**config.mk**
```make
export PLATFORM = sky130hd
export DESIGN_NAME = ecb_row_ctrl
export DESIGN_NICKNAME = d
export VERILOG_FILES = /design/src/rtl/ecb_pkg.sv /design/src/rtl/ecb_row_xor.sv /design/src/rtl/ecb_row_ctrl.sv
export SDC_FILE = /design/constraint.sdc
export NUM_CORES = 2
export LEC_CHECK = 0
export BUFFER_PORTS_ARGS = -buffer_cell sky130_fd_sc_hd__buf_2
export CAP_MARGIN = 20
export CELL_PAD_IN_SITES_DETAIL_PLACEMENT = 0
export CELL_PAD_IN_SITES_GLOBAL_PLACEMENT = 2
export CORE_ASPECT_RATIO = 1.25
export CORE_MARGIN = 2
export CORE_UTILIZATION = 49
export CTS_BUF_LIST = sky130_fd_sc_hd__clkbuf_8
export CTS_CLUSTER_DIAMETER = 80
export CTS_CLUSTER_SIZE = 8
export DETAILED_ROUTE_END_ITERATION = 8
export GPL_TIMING_DRIVEN = 0
export PLACE_DENSITY = 0.95
export RECOVER_POWER = 25
export REMOVE_ABC_BUFFERS = 1
export SETUP_SLACK_MARGIN = 0.4
export SYNTH_ARGS = -nofsm -noshare
export SYNTH_HDL_FRONTEND = slang
export SYNTH_SLANG_ARGS = --single-unit
```
**constraint.sdc**
```tcl
create_clock -name clk -period 82.1 [get_ports clk]
set_input_delay 16.42 -clock clk [delete_from_list [all_inputs] [get_ports clk]]
set_output_delay 16.42 -clock clk [all_outputs]
set_load 0.005 [all_outputs]
```
**src/rtl/ecb_pkg.sv**
```systemverilog
// Shared types and helpers for the row-parallel ECB XOR cipher sequencer.
//   state_t : sequencer states (IDLE, FILL, CRYPT, DRAIN)
//   wpr()   : number of BLOCK_SIZE-bit words that make up one HSIZE-bit row
package ecb_pkg;

  typedef enum logic [1:0] {
    IDLE  = 2'd0,
    FILL  = 2'd1,
    CRYPT = 2'd2,
    DRAIN = 2'd3
  } state_t;

  function automatic int wpr(input int hsize, input int block_size);
    return hsize / block_size;
  endfunction

endpackage

```
**src/rtl/ecb_row_xor.sv**
```systemverilog
// Combinational ECB XOR datapath for one full row.
// Every BLOCK_SIZE-bit slice of the row is XORed with the same key, so
// row_out[i] = row_in[i] ^ key[i % BLOCK_SIZE]. The same block decrypts.
// Ports:
//   key     in  BLOCK_SIZE  frame key
//   row_in  in  HSIZE       plaintext (or ciphertext) row
//   row_out out HSIZE       ciphertext (or plaintext) row
module ecb_row_xor
  import ecb_pkg::*;
#(
  parameter int BLOCK_SIZE = 32,
  parameter int HSIZE      = 768
) (
  input  logic [BLOCK_SIZE-1:0] key,
  input  logic [HSIZE-1:0]      row_in,
  output logic [HSIZE-1:0]      row_out
);

  localparam int WPR = wpr(HSIZE, BLOCK_SIZE);

  for (genvar w = 0; w < WPR; w++) begin : g_word
    assign row_out[w*BLOCK_SIZE +: BLOCK_SIZE] = row_in[w*BLOCK_SIZE +: BLOCK_SIZE] ^ key;
  end

endmodule

```
**src/rtl/ecb_row_ctrl.sv**
```systemverilog
// Frame-level sequencer for the row-parallel ECB XOR cipher.
// Collects a row of plaintext words, encrypts the whole row in one cycle,
// then streams the ciphertext row out. Rows never overlap: the next row is
// only accepted once the previous one has fully drained.
// Ports:
//   clk, rst      clock, asynchronous active-high reset
//   start         frame start pulse, honoured only when idle
//   key, bypass   frame key and plaintext pass-through, latched on start
//   s_valid/s_ready/s_data                     plaintext input stream
//   m_valid/m_ready/m_data                     ciphertext output stream
//   m_last_word   last word of the current output row
//   m_last_row    current row is the last row of the frame
//   busy          sequencer is not idle
//   frame_done    one-cycle pulse after the final word of the frame leaves
//
// state | meaning
// ------+----------------------------------------------------------
// IDLE  | waiting for start; no stream activity
// FILL  | accepting input words into row_buf
// CRYPT | one cycle: load ct_buf from datapath (or row_buf on bypass)
// DRAIN | presenting ct_buf words on the output stream
module ecb_row_ctrl
  import ecb_pkg::*;
#(
  parameter int BLOCK_SIZE = 32,
  parameter int HSIZE      = 768,
  parameter int VSIZE      = 480
) (
  input  logic                  clk,
  input  logic                  rst,
  input  logic                  start,
  input  logic [BLOCK_SIZE-1:0] key,
  input  logic                  bypass,
  input  logic                  s_valid,
  output logic                  s_ready,
  input  logic [BLOCK_SIZE-1:0] s_data,
  output logic                  m_valid,
  input  logic                  m_ready,
  output logic [BLOCK_SIZE-1:0] m_data,
  output logic                  m_last_word,
  output logic                  m_last_row,
  output logic                  busy,
  output logic                  frame_done
);

  localparam int WPR = wpr(HSIZE, BLOCK_SIZE);
  // Keep counters at least one bit wide for degenerate one-word / one-row sizes.
  localparam int WCW = (WPR > 1) ? $clog2(WPR) : 1;
  localparam int RCW = (VSIZE > 1) ? $clog2(VSIZE) : 1;
  localparam logic [WCW-1:0] WORD_LAST = WCW'(WPR - 1);
  localparam logic [RCW-1:0] ROW_LAST  = RCW'(VSIZE - 1);

  if (HSIZE % BLOCK_SIZE != 0) begin : g_size_check
    $error("ecb_row_ctrl: HSIZE must be a multiple of BLOCK_SIZE");
  end

  state_t                state, state_nxt;
  logic [WCW-1:0]        word_cnt;
  logic [RCW-1:0]        row_cnt;
  logic [BLOCK_SIZE-1:0] key_q;
  logic                  bypass_q;
  logic [HSIZE-1:0]      row_buf;
  logic [HSIZE-1:0]      ct_buf;
  logic [HSIZE-1:0]      xor_row;
  logic                  s_fire;
  logic                  m_fire;
  logic                  word_last;
  logic                  row_last;

  assign word_last = (word_cnt == WORD_LAST);
  assign row_last  = (row_cnt == ROW_LAST);
  assign s_fire    = s_valid && s_ready;
  assign m_fire    = m_valid && m_ready;

  ecb_row_xor #(
    .BLOCK_SIZE(BLOCK_SIZE),
    .HSIZE     (HSIZE)
  ) u_row_xor (
    .key    (key_q),
    .row_in (row_buf),
    .row_out(xor_row)
  );

  always_ff @(posedge clk or posedge rst) begin
    if (rst) begin
      state <= IDLE;
    end else begin
      state <= state_nxt;
    end
  end

  always_comb begin
    state_nxt   = state;
    s_ready     = 1'b0;
    m_valid     = 1'b0;
    m_data      = '0;
    m_last_word = 1'b0;
    m_last_row  = 1'b0;
    busy        = 1'b1;
    case (state)
      IDLE: begin
        busy = 1'b0;
        if (start) state_nxt = FILL;
      end
      FILL: begin
        s_ready    = 1'b1;
        m_last_row = row_last;
        if (s_valid && word_last) state_nxt = CRYPT;
      end
      CRYPT: begin
        m_last_row = row_last;
        state_nxt  = DRAIN;
      end
      DRAIN: begin
        m_valid     = 1'b1;
        m_data      = ct_buf[word_cnt*BLOCK_SIZE +: BLOCK_SIZE];
        m_last_word = word_last;
        m_last_row  = row_last;
        if (m_ready && word_last) state_nxt = row_last ? IDLE : FILL;
      end
      default: state_nxt = IDLE;
    endcase
  end

  always_ff @(posedge clk or posedge rst) begin
    if (rst) begin
      word_cnt   <= '0;
      row_cnt    <= '0;
      key_q      <= '0;
      bypass_q   <= 1'b0;
      row_buf    <= '0;
      ct_buf     <= '0;
      frame_done <= 1'b0;
    end else begin
      frame_done <= 1'b0;
      case (state)
        IDLE: begin
          if (start) begin
            key_q    <= key;
            bypass_q <= bypass;
            row_cnt  <= '0;
            word_cnt <= '0;
          end
        end
        FILL: begin
          if (s_fire) begin
            row_buf[word_cnt*BLOCK_SIZE +: BLOCK_SIZE] <= s_data;
            word_cnt <= word_last ? '0 : word_cnt + 1'b1;
          end
        end
        CRYPT: begin
          ct_buf <= bypass_q ? row_buf : xor_row;
        end
        DRAIN: begin
          if (m_fire) begin
            word_cnt <= word_last ? '0 : word_cnt + 1'b1;
            if (word_last) begin
              if (row_last) frame_done <= 1'b1;
              else          row_cnt    <= row_cnt + 1'b1;
            end
          end
        end
        default: ;
      endcase
    end
  end

endmodule

```
After elaboration in Yosys (flattened, before gate mapping)
Index checks and enable logic that the tools add are counted.
{"block": "totals", "regBits": 1586, "output_inout_bits": 38}
{"block": "op_classes", "n_addsub": 3, "eq_ne": 12, "shifts": 3, "n_mux": 27, "n_bitwise": 24, "reduce_logical": 13}
{"operator": "$bwmux W768", "n": 1}
{"operator": "$mux W768", "n": 1}
{"operator": "$shift A32 B34 Y768 const A", "n": 1}
{"operator": "$shiftx A32 B34 Y768", "n": 1}
{"operator": "$shiftx A768 B11 Y32", "n": 1}
{"operator": "$xor A32 B32 Y32", "n": 24}
{"operator": "$mux W9", "n": 4}
{"operator": "$neg A10 Y34", "n": 1}
{"operator": "$mux W32", "n": 1}
{"operator": "$mux W5", "n": 4}
{"operator": "$pmux W9 S2", "n": 1}
{"operator": "$pmux W5 S3", "n": 1}
{"operator": "$ne A2 B2 Y1 const B", "n": 7}
{"operator": "$mux W1", "n": 10}
{"operator": "$add A9 B1 Y9 const B", "n": 1}
{"operator": "$eq A9 B9 Y1 const B", "n": 1}
{"operator": "$pmux W2 S4", "n": 1}
{"operator": "$mux W2", "n": 3}
{"operator": "$add A5 B1 Y5 const B", "n": 1}
{"operator": "$eq A5 B5 Y1 const B", "n": 1}
{"operator": "$reduce_and A5 Y1", "n": 1}
{"operator": "$eq A2 B2 Y1 const B", "n": 2}
{"operator": "$logic_and A1 B1 Y1", "n": 4}
{"operator": "$reduce_and A2 Y1", "n": 2}
{"operator": "other kinds (7)", "n": 7}

Depth between registers and ports, before layout
{"block": "logic_depth", "word_depth": 5, "mapped_depth": 14, "mapped_depth_nobuf": 8}

Modules after synthesis
From an unflattened synthesis, not the netlist that was laid out.
{"block": "unflattened", "hier_cells": 7791, "hier_area_um2": 84220.8}
{"module": "ecb_row_ctrl", "instances": 1, "cells_each": 6927, "area_per_inst_um2": 75852.7}
{"module": "ecb_row_xor", "instances": 1, "cells_each": 864, "area_per_inst_um2": 8368.0}

Worst setup path before layout
No wires, ideal clock.
{"block": "synth_path", "path_type": "register -> output", "from": "reg word_cnt[1]", "to": "out m_data[15]", "arrival_time_ps": 2118, "required_ps": 65680, "setup_slack_ps": 63562, "path_stages_with_launch": 8, "n_path_buf": 4, "path_cell_list": "dfrtp_1 buf_6 clkbuf_1 clkbuf_1 buf_1 mux4_2 mux2i_1 o211ai_1"}
{"block": "synth_via", "elab_chain_len": 2}
{"element": "start: declaration", "line": "ecb_row_ctrl.sv:58", "text": "logic [WCW-1:0] word_cnt;"}
{"element": "start signal: assignment", "line": "ecb_row_ctrl.sv:148", "text": "word_cnt <= word_last ? '0 : word_cnt + 1'b1;"}
{"element": "start signal: assignment", "line": "ecb_row_ctrl.sv:156", "text": "word_cnt <= word_last ? '0 : word_cnt + 1'b1;"}
{"element": "$shiftx A768 B11 Y32", "line": "ecb_row_ctrl.sv:116", "text": "m_data = ct_buf[word_cnt*BLOCK_SIZE +: BLOCK_SIZE];"}
{"element": "$mux W32", "line": "ecb_row_ctrl.sv:100", "text": "case (state)"}
{"element": "end: declaration", "line": "ecb_row_ctrl.sv:39", "text": "output logic [BLOCK_SIZE-1:0] m_data,"}
No other way between the ends.

Worst setup path in the final report
{"block": "layout_path", "from": "reg word_cnt[1]", "to": "out m_data[1]"}
Same word-level chain as after synthesis.

==> flow_summary.toml <==
[min_path]
hold_path.class = "reg2reg"

[timing]
rsz0062_at_grt = "false"
setup_violations = 0
relSlewSlack_pct = -214
slew_violations = 1637
fin_ws_ns = 60.97
fmax_mhz = 47.3
fin_skew_ns = 0.0491
tightest_slew_ns = 4.68
fin_crit_ns = 21.13
finalCritPeriodShare_pct = 25.7
finalSetupTns_ns = 0
timing.final.hold_violations = 0

[clock_tree]
cts_tree = "done"
cts_buffers = 216
cts.path.max_buffers = 3
htree_levels = 4
clk-insertion-delay-late_ns = 0.96
cts_root_buf = "clkbuf_8"
postCtsHoldBufs = 0
postCtsSetupBuffers = 0
ctsResizeCount = 0
clkTransAtPathRegs_ns = 0.06
cts_num_sinks = 1586

[logic_synthesis]
synth_top_area_share_pct = 54.4
avgSynthCellArea_sq_um = 11.4
synth_most_common_cell = "dfrtp_1"
synth_common_cells = "dfrtp_1, nor2_1, a21oi_1"
yosysWarnings = 0
synth_edf_count = 0
syn_area_sq_mm = 0.0730
synth.distinct_cells = 59
synthFlopType = "dfrtp_1"
synth.area.top_cells = "dfrtp_1, mux2_2, xnor2_1, a21oi_1, nor2_1"
synthArstFlopShare_pct = 100
synth_area_leader_cell = "dfrtp_1"
synthCells = 6419
ys_ff_latch = 1586
seq_area_frac_synth_pct = 54.4

[floorplan]
start_util_pct = 49.3
core.rowCount = 158
ios = 108
die_area_sq_mm = 0.152
die_h_microns = 435
fp.dieW_microns = 349
core_region_area_sq_mm = 0.148

[critical_path]
cpPeakStageDelay_ns = 0.86
path_buf_inv = 5
crit_path_top_delay_cell = "dfrtp_4"
arrival_ns = 4.71
path_class = "reg2out"
crit_fanout = 46
crit_family = "buffers and inverters"
worstPathCellList = "buf_16, buf_16, nor2b_4, buf_12, buf_12, a221oi_1, o21ai_0, o211ai_1, buf_2"
worst_setup_path_end_kind = "output pin"
startpoint_type = "register"
required_ns = 65.68

[global_routing]
track_usage_pct = 27.4
grt_pass1_vias = 49327
grt_pass1_wl_microns = 313000
antenna_found_initial = 7
grt_max_degree = 133
gr-total-overflow = 0

[finish]
syn_to_final_growth_pct = 9.52
stdcell_area_sq_mm = 0.0799
layout.nets = 6432
final_util_pct = 54.0
drive_gt1_share_pct = 20.8

[place]
io_buffers = 107
place_hpwl_microns = 125000
dp_slack_ns = 62.02
placed_cell_area_sq_mm = 0.0773
place_congestion = 0.744

[drt]
num_vias = 48609
wl_per_cell_microns = 24.9
initialDrtViolationCount = 4039
drc = 0
viasPerCell = 5.86
wl_microns = 207000
firstDrtPassIters = 6
antenna_left = 0

[power_and_ir_drop]
worst_ir_drop_vdd_mv = 0.0432
power_leakage_nw = 34.7
p_total_mw = 3.14
powerDensity_mw_per_mm2 = 39.3

[outcome]
violations = "capacitance limit, slew limit"
outcome = "finished with violations"

[job]
cap_violations = 21
report_power, final:
group / leakage, nW / switching, mW / internal [mW]
Combinational: 13.0 / 0.830 / 0.575
Clock: 1.60 / 0.281 / 0.236
Sequential: 20.2 / 0.166 / 1.06
Total: 34.7 / 1.28 / 1.87
cell families after synthesis:
group / after synthesis / synth area share [%]
muxes: 1043 / 17.3
buffers and inverters: 538 / 2.97
and+or+nand+nor: 1384 / 7.77
xor gates and xnor gates: 770 / 9.24
adders and majority gates: 9 / 0.154
DFF: 1586 / 54.4
AOI/OAI and AO/OA: 1089 / 8.14
placed cells by master (no fill, tap or decap), types with 32 or more instances in the layout:
cell      instances
mux2_2          667
nor2b_4          34
clkbuf_8        219
o211ai_1         33
a21oi_1         803
mux2i_1         233
o21ai_0         113
mux4_2           96
a221oi_1         32
a22oi_1          32
o31ai_1          42
nand3_1          58
buf_2           106
nor2_1         1021
buf_16           49
xnor2_1         769
dfrtp_1        1582
nand2_1         152
path summary, 6_finish.rpt:
kind                              from           to  slack (ns)  cells after the start
max in group asynchronous          rst  ct_buf[740]       61.65                      6
setup / recovery           word_cnt[1]    m_data[1]       60.97                      9
hold reg to reg            row_buf[25]  row_buf[25]        0.50                      2
min in group asynchronous          rst  row_buf[25]       16.90                      2
setup reg to reg              state[0]  ct_buf[692]       62.97                     11
hold / removal             row_buf[25]  row_buf[25]        0.50                      2
state kept, by name, summed over array words and instances (netlist names):
register and cells:
state 2, word_cnt 5, ct_buf 768, row_buf 768
bypass_q 1, frame_done 1, key_q 32, row_cnt 9
layer usage:
metal	track usage (%)	wire length (microns)	up-vias
met5	0	45	-
met4	11.9	9360	6
met3	4.00	11100	461
met2	45.6	102000	1422
met1	35.7	84600	25064
li1	-	-	21656
stage by stage:
stage	hold slack (ns)	cells
3_3_place_gp	0.481	7924
4_1_cts	0.503	8288
3_5_place_dp	0.488	8055
5_1_grt	0.516	8290
6_report	0.498	8291
2_1_floorplan	0.470	5897
worst register-to-register path, delay by kind of cell (launching register included):
family	cells	cell delay, ns
fa+ha+maj	1	1.13
simple gates	1	0.27
compound gates	1	0.26
buf+inv	8	16.93
flops	1	0.41
area by class of cell:
type | instances | area, sq um
fillers | 12572 | 68200
repair buffers | 238 | 2960
clock inverters | 14 | 96.3
multi-input cells | 4295 | 31700
clock buffers | 219 | 3010
flip-flops and latches | 1586 | 39700
diodes | 3 | 7.51
inverters | 16 | 63.8
well taps | 1920 | 2400
No activity file was read; power rests on OpenSTA's default activity.
